## src/rtl/flag_request_ctl.sv

```systemverilog
// flag_request_ctl: turns a right-button press on the board into one
// flag-toggle request with 1-based field indices. Pixel offsets are divided
// by the field size through repeated subtraction, one step per cycle.
module flag_request_ctl #(
  parameter int PIX_W = 12,
  parameter int IND_W = 5
) (
  input  logic             clk,
  input  logic             rst,
  input  logic [1:0]       level,
  input  logic             game_en,
  input  logic             right,
  input  logic [PIX_W-1:0] xpos,
  input  logic [PIX_W-1:0] ypos,
  input  logic [PIX_W-1:0] board_xpos,
  input  logic [PIX_W-1:0] board_ypos,
  input  logic [5:0]       field_size,
  output logic             mark_flag,
  output logic [IND_W-1:0] flag_ind_x,
  output logic [IND_W-1:0] flag_ind_y,
  output logic             busy
);

  typedef enum logic [2:0] {
    IDLE     = 3'd0,
    DIV_X    = 3'd1,
    DIV_Y    = 3'd2,
    ISSUE    = 3'd3,
    WAIT_REL = 3'd4
  } state_t;

  state_t           state_q;
  logic             right_q;      // previous cycle's button level
  logic             mark_q;
  logic             busy_q;
  logic [IND_W-1:0] ind_x_q, ind_y_q;
  logic [IND_W-1:0] cnt_x_q, cnt_y_q;
  logic [IND_W-1:0] bsz_q;
  logic [5:0]       fs_q;
  logic [PIX_W-1:0] rem_x_q, rem_y_q;

  logic             rise;
  logic [IND_W-1:0] bsz_d;
  logic [PIX_W-1:0] fs_ext;
  logic [IND_W-1:0] cnt_x_inc, cnt_y_inc;

  assign rise      = right & ~right_q;
  assign fs_ext    = PIX_W'(fs_q);
  assign cnt_x_inc = cnt_x_q + IND_W'(1);
  assign cnt_y_inc = cnt_y_q + IND_W'(1);

  // Board edge length for the current level, captured at click time
  always_comb begin
    bsz_d = IND_W'(8);
    case (level)
      2'd3:    bsz_d = IND_W'(16);
      2'd2:    bsz_d = IND_W'(10);
      default: bsz_d = IND_W'(8);
    endcase
  end

  // Request FSM: latch click, divide x then y, issue one pulse, wait release
  always_ff @(posedge clk) begin
    if (rst) begin
      state_q <= IDLE;
      right_q <= 1'b0;
      mark_q  <= 1'b0;
      busy_q  <= 1'b0;
      ind_x_q <= '0;
      ind_y_q <= '0;
      cnt_x_q <= '0;
      cnt_y_q <= '0;
      bsz_q   <= '0;
      fs_q    <= '0;
      rem_x_q <= '0;
      rem_y_q <= '0;
    end else begin
      right_q <= right;
      mark_q  <= 1'b0;
      case (state_q)
        IDLE: begin
          if (rise && game_en) begin
            bsz_q  <= bsz_d;
            fs_q   <= field_size;
            busy_q <= 1'b1;
            if ((xpos < board_xpos) || (ypos < board_ypos) || (field_size == 6'd0)) begin
              state_q <= WAIT_REL;
            end else begin
              rem_x_q <= xpos - board_xpos;
              rem_y_q <= ypos - board_ypos;
              cnt_x_q <= '0;
              cnt_y_q <= '0;
              state_q <= DIV_X;
            end
          end
        end
        DIV_X: begin
          if (!game_en) begin
            state_q <= WAIT_REL;
          end else if (rem_x_q >= fs_ext) begin
            // a pixel exactly on a boundary belongs to the higher field
            rem_x_q <= rem_x_q - fs_ext;
            cnt_x_q <= cnt_x_inc;
            if (cnt_x_inc == bsz_q) state_q <= WAIT_REL;
          end else begin
            state_q <= DIV_Y;
          end
        end
        DIV_Y: begin
          if (!game_en) begin
            state_q <= WAIT_REL;
          end else if (rem_y_q >= fs_ext) begin
            rem_y_q <= rem_y_q - fs_ext;
            cnt_y_q <= cnt_y_inc;
            if (cnt_y_inc == bsz_q) state_q <= WAIT_REL;
          end else begin
            // outputs are registered here so they are valid during ISSUE
            mark_q  <= 1'b1;
            ind_x_q <= cnt_x_inc;
            ind_y_q <= cnt_y_inc;
            state_q <= ISSUE;
          end
        end
        ISSUE: begin
          state_q <= WAIT_REL;
        end
        WAIT_REL: begin
          if (!right) begin
            state_q <= IDLE;
            busy_q  <= 1'b0;
          end
        end
        default: begin
          state_q <= IDLE;
          busy_q  <= 1'b0;
        end
      endcase
    end
  end

  assign mark_flag  = mark_q;
  assign flag_ind_x = ind_x_q;
  assign flag_ind_y = ind_y_q;
  assign busy       = busy_q;

endmodule
```

## config.mk

```make
export PLATFORM = sky130hd
export DESIGN_NAME = flag_request_ctl
export DESIGN_NICKNAME = d
export VERILOG_FILES = /design/src/rtl/flag_request_ctl.sv
export SDC_FILE = /design/constraint.sdc
export NUM_CORES = 1
export LEC_CHECK = 0
export BUFFER_PORTS_ARGS = -buffer_cell sky130_fd_sc_hd__buf_2
export CAP_MARGIN = 25
export CORE_MARGIN = 1
export CORE_UTILIZATION = 45
export CTS_BUF_LIST = sky130_fd_sc_hd__clkbuf_4 sky130_fd_sc_hd__clkbuf_8 sky130_fd_sc_hd__clkbuf_16
export CTS_CLUSTER_SIZE = 28
export DETAILED_ROUTE_END_ITERATION = 8
export PLACE_DENSITY = 0.64
export SYNTH_ARGS = -nofsm -noshare
export SYNTH_HDL_FRONTEND = slang
export SYNTH_SLANG_ARGS = --single-unit
```

## constraint.sdc

```tcl
create_clock -name clk -period 3.69 [get_ports clk]
set_input_delay 0.5535 -clock clk [delete_from_list [all_inputs] [get_ports clk]]
set_output_delay 0.5535 -clock clk [all_outputs]
set_load 0.005 [all_outputs]
```

==> impl_metrics.ini, run 1 <==
[run_status]
status = finished, final reports clean

[placed_design]
dp_hpwl_mm = 9.28
place_congestion = 0.853
placed_area_um2 = 5220
io_buffers = 71
dp_slack_ps = 513

[cts]
htree_num_levels = 3
insertion_delay_ps = 350
cts_tree = yes
ctsHoldBuffers = 0
cts_max_path_buffers = 2
post-cts-setup-buffers = 0
cts_resized = 0
path_clk_slew_ps = 70
cts_root_buf = clkbuf_8
cts_made_buffers = 9
clkSinkCount = 59

[route]
vias = 4684
routed_wl_mm = 12.2
viasPerCell = 5.68
wl_per_cell_um = 14.8
drc_errors = 0
initialDrtViolationCount = 220
drtAntennaViolNets = 0
first_pass_iters = 5

[setup_path]
cp-start-kind = register
crit_type = reg -> reg
r2r_setup_slack_ps = 800
critical_path.max_fanout = 26
endpoint_kind = register
ff2ff_path_depth = 9
cp.required_ps = 3920
cp.arrival_ps = 3120
r2r_start = fs_q[2]$_SDFFE_PP0P_
regToRegEndpoint = rem_x_q[0]$_SDFFE_PP0P_

[timing]
fin_setup_tns_ps = 0
worst_pin_slew_ps = 775
max_freq_ghz = 0.346
clock_skew_ps = 7.80
setup_slack_ps = 803
finalHoldViolations = 0
rsz0062_at_grt = false
maxSlewViolCount = 0
fin_crit_ps = 2890
fin_crit_sh_pct = 78.2
setup_viol = 0
timing.slew.headroom_pct = 48.3

[synthesis]
seq_area_frac_synth_pct = 24.7
synth_mux_area_share_pct = 2.33
syn-instance-count = 620
synth_adder_area_share_pct = 11.6
synth_compound_area_share_pct = 26.4
synth_area_um2 = 4780
synth_nets = 722
syn_area_per_cell_um2 = 7.72
async_flop_share_pct = 0
yosys.area_share.xor_xnor_pct = 4.76
synth-simple-area-share_pct = 24.3
synth_edf_count = 0
synth-seq-cells = 59
synth_top_family_by_area = compound AO/OA/AOI/OAI gates
yosysWarningCount = 0
synth_cell_types = 71
synthFlopType = dfxtp_1

[hold_path]
hold_class = in -> reg
min_to = fs_q[5]$_SDFFE_PP0P_
hold_path_depth = 3
min_from = field_size[5]

[global_routing]
grt_overflow_total = 0
grt_max_degree = 31
grt_pass1_wl_mm = 20.5
grt_pass1_vias = 4451
antenna_found_initial = 0
track_usage_pct = 22.7

[die]
dieArea_um2 = 11000
die_h_um = 105
io_pins = 72
row_count = 37
start_util_pct = 46.3
core_area_um2 = 10300
die_w_um = 105

[pwr]
ir_drop_mv = 0.160
power.density_nw_per_um2 = 347
power.leakage_nw = 2.24

[layout]
drive_gt1_share_pct = 16.3
final_area_um2 = 5440
diodes = 0
area_delta_synth_final_pct = 13.7
fin_nets = 785
final_common_cell = buf_2
most-common-layout-cells = buf_2, a21oi_1, dfxtp_1, nor2_1, nand2_1

[job]
drv_cap = 0
## where the power goes
group	internal (mW)	total [mW]	leakage, nW	switching, mW
registers	0.652	0.665	0.477	0.0137
logic	0.221	0.553	1.65	0.332
clock network	0.384	0.670	0.114	0.286
## cells in the mapped netlist, types with 5 or more instances
cell / number / area share [%]
xnor2_1: 17 / 3.1
nor4_1: 8 / 1.0
ha_1: 38 / 9.9
o21ai_1: 8 / 0.84
nand2_1: 48 / 3.8
dfxtp_1: 59 / 25
o211ai_1: 5 / 0.78
a211oi_1: 13 / 2.0
o21ai_0: 23 / 2.4
nor2_1: 52 / 4.1
mux2i_1: 10 / 2.1
nor3_1: 33 / 3.5
o21a_1: 12 / 1.9
nand3_1: 24 / 2.5
a21oi_1: 61 / 6.4
clkbuf_1: 15 / 1.2
xor2_1: 9 / 1.6
a31oi_1: 6 / 0.78
nand2b_1: 9 / 1.2
nand4_1: 10 / 1.3
or3_1: 7 / 0.92
inv_1: 43 / 3.4
nor2b_1: 8 / 1.0
o31ai_1: 7 / 1.1
## sequential cells by signal (all words and copies together) (netlist names)
signal,count
flag_ind_x,5
fs_q,6
rem_x_q,12
flag_ind_y,5
right_q,1
cnt_x_q,5
busy,1
bsz_q,3
mark_flag,1
rem_y_q,12
cnt_y_q,5
state_q,3
## cell type report
| cell class | count | area (um^2) |
|---|---|---|
| Clock inverter | 7 | 100 |
| Clock buffer | 9 | 124 |
| Tap cell | 136 | 170 |
| Fill cell | 1022 | 4880 |
| Timing Repair Buffer | 75 | 385 |
| Inverter | 43 | 161 |
| Multi-Input combinational cell | 495 | 3320 |
| Sequential cell | 59 | 1180 |
## worst max-delay path, cell delays in order, from the launching register on
cell and delay (ps):
dfxtp_1 340, inv_1 80, ha_1 370, nor2b_1 170
o21ai_1 200, nand4_1 290, o211a_2 420, a21oi_4 570
mux2i_1 280, nor2_1 50
## worst max-delay path by stage
stage,from,endpoint
finish,fs_q[2]$_SDFFE_PP0P_,rem_x_q[0]$_SDFFE_PP0P_
global route,fs_q[2]$_SDFFE_PP0P_,rem_x_q[11]$_SDFFE_PP0P_
CTS,fs_q[5]$_SDFFE_PP0P_,rem_x_q[0]$_SDFFE_PP0P_
detailed placement,xpos[0],rem_y_q[8]$_SDFFE_PP0P_
global placement,xpos[0],rem_y_q[6]$_SDFFE_PP0P_
floorplan,xpos[0],rem_y_q[9]$_SDFFE_PP0P_
## layer usage
| layer | GRT usage [%] | share of wire (%) |
|---|---|---|
| met3 | 3.31 | 4.5 |
| met5 | 0 | 0 |
| met2 | 39.3 | 48 |
| met1 | 28.5 | 46 |
| met4 | 8.25 | 2.0 |
## per-stage QoR
step	hold slack (ps)	util, %	power, mW	cells
final	451	52.7	1.89	824
after global routing	455	52.7	2.00	824
after CTS	436	52.7	1.90	824
after detailed placement	448	50.5	1.23	808
after global placement	445	50.5	1.22	808
after floorplan	436	-	1.09	620
## kinds of logic after synthesis
logic type | Yosys count
DFF | 59
buffers and inverters | 66
and+or+nand+nor | 229
adders and majority gates | 42
muxes | 11
xor gates and xnor gates | 26
AOI/OAI and AO/OA | 187
No activity file was read; power rests on OpenSTA's default activity.
==> run 2, diff against run 1 <==
==> constraint.sdc (replaced) <==
create_clock -name clk -period 2.75 [get_ports clk]
set_input_delay 0.4125 -clock clk [delete_from_list [all_inputs] [get_ports clk]]
set_output_delay 0.4125 -clock clk [all_outputs]
set_load 0.005 [all_outputs]
==> impl_metrics.ini, run 2 (synthesized netlist as in run 1, its figures left out) <==
[die]
dieArea_um2 = 11000
die_h_um = 105
die_w_um = 105
core_area_um2 = 10300
start_util_pct = 46.3
row_count = 37
io_pins = 72

[route]
wl_per_cell_um = 14.5
drc_errors = 0
first_pass_iters = 7
initialDrtViolationCount = 246
drtAntennaViolNets = 0
vias = 4808
routed_wl_mm = 12.3
viasPerCell = 5.64

[setup_path]
cp-start-kind = input port
endpoint_kind = register
cp.arrival_ps = 2770
cp.required_ps = 3010
r2r_setup_slack_ps = 250
regToRegEndpoint = rem_x_q[5]$_SDFFE_PP0P_
crit_type = in -> reg
ff2ff_path_depth = 10
r2r_start = fs_q[5]$_SDFFE_PP0P_
critical_path.max_fanout = 3

[layout]
fin_util_pct = 55.4
area_delta_synth_final_pct = 19.5
fill_cells = 971
final_area_um2 = 5720
most-common-layout-cells = buf_2, a21oi_1, dfxtp_1, nor2_1, nand2_1
diodes = 0
multi_input_area_um2 = 3330
regArea_um2 = 1180
fin_nets = 814
final_common_cell = buf_2
drive_gt1_share_pct = 19.7
fin_cells = 852
top_regs = rem_x_q: 12 flops, rem_y_q: 12 flops, fs_q: 6 flops

[pwr]
power.leakage_nw = 2.40
ir_drop_mv = 0.255
p_sw_share_pct = 30.2
p_int_mw = 1.93
power.density_nw_per_um2 = 484
p_clk_share_pct = 38.6
power_mw = 2.77
p_switching_uw = 836
combPwrFrac_pct = 29.1
p_seq_share_pct = 32.3

[cts]
clkSinkCount = 59
htree_num_levels = 3
cts_max_path_buffers = 2
cts_root_buf = clkbuf_8
cts_made_buffers = 9
path_clk_slew_ps = 70
insertion_delay_ps = 350
post-cts-setup-buffers = 0
cts_tree = yes

[global_routing]
grt_pass1_wl_mm = 20.8
antenna_found_initial = 0
track_usage_pct = 23.2
grt_pass1_vias = 4537
grt_max_degree = 36
grt_overflow_total = 0

[timing]
hold_ws_ps = 312
worst_pin_slew_ps = 692
max_freq_ghz = 0.399
setup_viol = 0
maxSlewViolCount = 0
clock_skew_ps = 6.30
finalHoldViolations = 0
timing.slew.headroom_pct = 53.9
fin_crit_sh_pct = 91.1
rsz0062_at_grt = false
fin_crit_ps = 2510

[placed_design]
dp_cells = 837
place_congestion = 0.897
io_buffers = 71
dp_hpwl_mm = 9.57
placed_area_um2 = 5450

[job]
drv_cap = 0

[hold_path]
hold_path_depth = 3
min_to = fs_q[2]$_SDFFE_PP0P_
min_from = field_size[2]
hold_class = in -> reg

[run_status]
status = finished, final reports clean
-- run 2: metal layers --
metal | GRT usage (%) | vias to the layer above | wire length (um) | share of wire (%)
met4 | 10.4 | 0 | 331 | 2.7
met3 | 3.37 | 22 | 490 | 4.0
met1 | 29.2 | 2181 | 5700 | 46
met5 | 0 | - | 0 | 0
met2 | 39.1 | 139 | 5810 | 47
li1 | - | 2466 | - | -
-- run 2: timing repair --
action | CTS | global route
setup endpoints to repair | 0 | 3
gates resized for setup | 0 | 2
hold buffers | 0 | 0
-- run 2: worst max path at each step --
stage,startpoint,endpoint,slack (ps),depth (start not counted)
finish,ypos[0],rem_y_q[9]$_SDFFE_PP0P_,240,11
global route,fs_q[0]$_SDFFE_PP0P_,rem_y_q[6]$_SDFFE_PP0P_,30,10
CTS,fs_q[1]$_SDFFE_PP0P_,rem_y_q[11]$_SDFFE_PP0P_,200,9
detailed placement,ypos[0],rem_y_q[9]$_SDFFE_PP0P_,-110,11
global placement,ypos[0],rem_y_q[9]$_SDFFE_PP0P_,-10,11
floorplan,xpos[0],rem_y_q[9]$_SDFFE_PP0P_,170,10
-- run 2: critical path, cell delays in order --
cell	delay, ps
buf_2	80
inv_1	30
ha_1	210
fa_1	380
and2b_1	250
o2111ai_1	150
and4b_1	260
o21ai_2	220
nand3_1	150
or3_4	370
o32ai_1	260
-- run 2: power groups by stage --
stage	clock [mW]	combinational (mW)	sequential, mW
3_3_place_gp	0	0.780	0.911
5_1_grt	1.12	0.890	0.896
3_5_place_dp	0	0.791	0.912
6_report	1.07	0.805	0.893
2_1_floorplan	0	0.554	0.907
4_1_cts	1.09	0.796	0.893
-- run 2: layout make-up --
cell class	count	share of cell area [%]
multi-input cells	495	58.2
clock buffers	10	2.41
flip-flops and latches	59	20.7
clock inverters	5	2.19
inverters	43	2.82
well taps	136	2.98
repair buffers	104	10.8
-- run 2: stage by stage --
| stage | worst slack (ps) | TNS (ps) |
|---|---|---|
| floorplan | 166 | 0 |
| global placement | -12.2 | -12.2 |
| detailed placement | -111 | -375 |
| CTS | 197 | 0 |
| global route | 34.4 | 0 |
| finish | 244 | 0 |
==> run 3, diff against run 2 <==
==> constraint.sdc (replaced) <==
create_clock -name clk -period 2.75 [get_ports clk]
set_input_delay 0.1375 -clock clk [delete_from_list [all_inputs] [get_ports clk]]
set_output_delay 0.1375 -clock clk [all_outputs]
set_load 0.005 [all_outputs]
==> impl_metrics.ini, run 3 (synthesized netlist as in run 1, its figures left out) <==
[timing]
worst_pin_slew_ps = 704
timing.slew.headroom_pct = 53.1
maxSlewViolCount = 0
fin_crit_sh_pct = 92.7
fin_crit_ps = 2550
clock_skew_ps = 7.95
rsz0062_at_grt = false
setup_viol = 0
max_freq_ghz = 0.392
finalHoldViolations = 0
setup_slack_ps = 201
fin_setup_tns_ps = 0

[placed_design]
io_buffers = 71
place_congestion = 0.888
placed_area_um2 = 5330
dp_slack_ps = 28.0
dp_hpwl_mm = 9.47

[layout]
final_common_cell = buf_2
top_regs = rem_x_q: 12 flops, rem_y_q: 12 flops, fs_q: 6 flops
final_area_um2 = 5550
diodes = 0
drive_gt1_share_pct = 18.1
area_delta_synth_final_pct = 15.9
fin_nets = 801
fill_cells = 1003
most-common-layout-cells = buf_2, a21oi_1, dfxtp_1, nor2_1, nand2_1

[global_routing]
grt_pass1_wl_mm = 20.5
grt_overflow_total = 0
antenna_found_initial = 0
grt_pass1_vias = 4408
grt_max_degree = 31
track_usage_pct = 22.8

[setup_path]
crit_type = reg -> reg
endpoint_kind = register
critical_path.max_fanout = 4
cp.arrival_ps = 2760
cp-start-kind = register
cp.required_ps = 2960

[pwr]
power.leakage_nw = 2.29
p_int_mw = 1.66
ir_drop_mv = 0.283
p_switching_uw = 823
power.density_nw_per_um2 = 447
p_clk_share_pct = 32.6
p_sw_share_pct = 33.2
p_seq_share_pct = 36.0
combPwrFrac_pct = 31.4

[cts]
cts_tree = yes
htree_num_levels = 3
path_clk_slew_ps = 60
cts_max_path_buffers = 2
clkSinkCount = 59
cts_root_buf = clkbuf_8
insertion_delay_ps = 340
post-cts-setup-buffers = 0
cts_made_buffers = 9

[hold_path]
hold_class = in -> reg

[die]
dieArea_um2 = 11000
die_h_um = 105
start_util_pct = 46.3
core_area_um2 = 10300
io_pins = 72
die_w_um = 105
row_count = 37

[run_status]
status = finished, final reports clean

[route]
drtAntennaViolNets = 0
routed_wl_mm = 12.5
drc_errors = 0
vias = 4894
viasPerCell = 5.83
first_pass_iters = 5
wl_per_cell_um = 14.9
initialDrtViolationCount = 288

[job]
drv_cap = 0
-- run 3: cell types whose count changed in the layout (fill, tap and decap cells not counted) --
cell        before  now
a2111oi_0        3    4
a2111oi_1        1    0
a21oi_2          1    2
buf_12           1    0
buf_4           32   19
bufinv_16        4    1
clkbuf_8        10   11
clkinvlp_4       0    2
nor2_2           2    1
nor2_4           0    1
o31ai_1          6    7
o31ai_2          1    0
-- run 3: timing repair --
item / 4_1_cts / 5_1_grt
gates resized for setup: 0 / 1
setup endpoints to repair: 0 / 10
hold buffers: 0 / 0
-- run 3: final timing paths --
| kind | cells after the start | end | slack, ps | startpoint |
|---|---|---|---|---|
| worst max-delay path | 9 | rem_y_q[9]$_SDFFE_PP0P_ | 200 | fs_q[1]$_SDFFE_PP0P_ |
| worst min register to register | 2 | fs_q[5]$_SDFFE_PP0P_ | 460 | fs_q[5]$_SDFFE_PP0P_ |
| worst max register to register | 9 | rem_y_q[9]$_SDFFE_PP0P_ | 200 | fs_q[1]$_SDFFE_PP0P_ |
| worst min-delay path | 3 | fs_q[3]$_SDFFE_PP0P_ | 50 | field_size[3] |
-- run 3: critical path: stages, from the launching register on --
cell and delay, ps:
dfxtp_1 430, inv_1 110, ha_1 320, nor2b_1 140, o31a_1 280, o31ai_1 400
nand2_1 170, o21a_1 200, nor4_1 240, o32ai_1 130
-- run 3: metrics by stage --
step	utilization [%]	cells	power, mW	hold WS (ps)
after global placement	51.6	823	1.66	397
final	53.7	839	2.48	54.2
after detailed placement	51.6	823	1.68	405
after floorplan	-	620	1.46	273
after CTS	53.6	838	2.49	39.4
after global routing	53.7	839	2.62	49.4
-- run 3: cell type report --
| class | count | area (um^2) | area share, % |
|---|---|---|---|
| inverter | 43 | 161 | 2.91 |
| timing repair buffer | 90 | 498 | 8.98 |
| clock inverter | 4 | 50.0 | 0.903 |
| sequential | 59 | 1180 | 21.3 |
| tap | 136 | 170 | 3.07 |
| clock buffer | 11 | 151 | 2.73 |
| multi-input combinational | 496 | 3330 | 60.1 |
-- run 3: metal layers --
layer | track usage [%] | part of all wire [%] | vias to the layer above | wire, um
li1 | - | - | 2448 | -
met1 | 28.6 | 47 | 2265 | 5810
met2 | 39.6 | 47 | 164 | 5860
met3 | 3.43 | 5.0 | 17 | 627
met4 | 7.75 | 1.4 | 0 | 175
met5 | 0 | 0 | - | 0
-- run 3: power by group through the flow --
stage               Clock [mW]  Combinational (mW)  Sequential [mW]
floorplan                    0               0.554            0.907
global route             0.859               0.864            0.895
CTS                      0.828               0.770            0.892
detailed placement           0               0.764            0.912
global placement             0               0.752            0.912
finish                   0.808               0.779            0.893
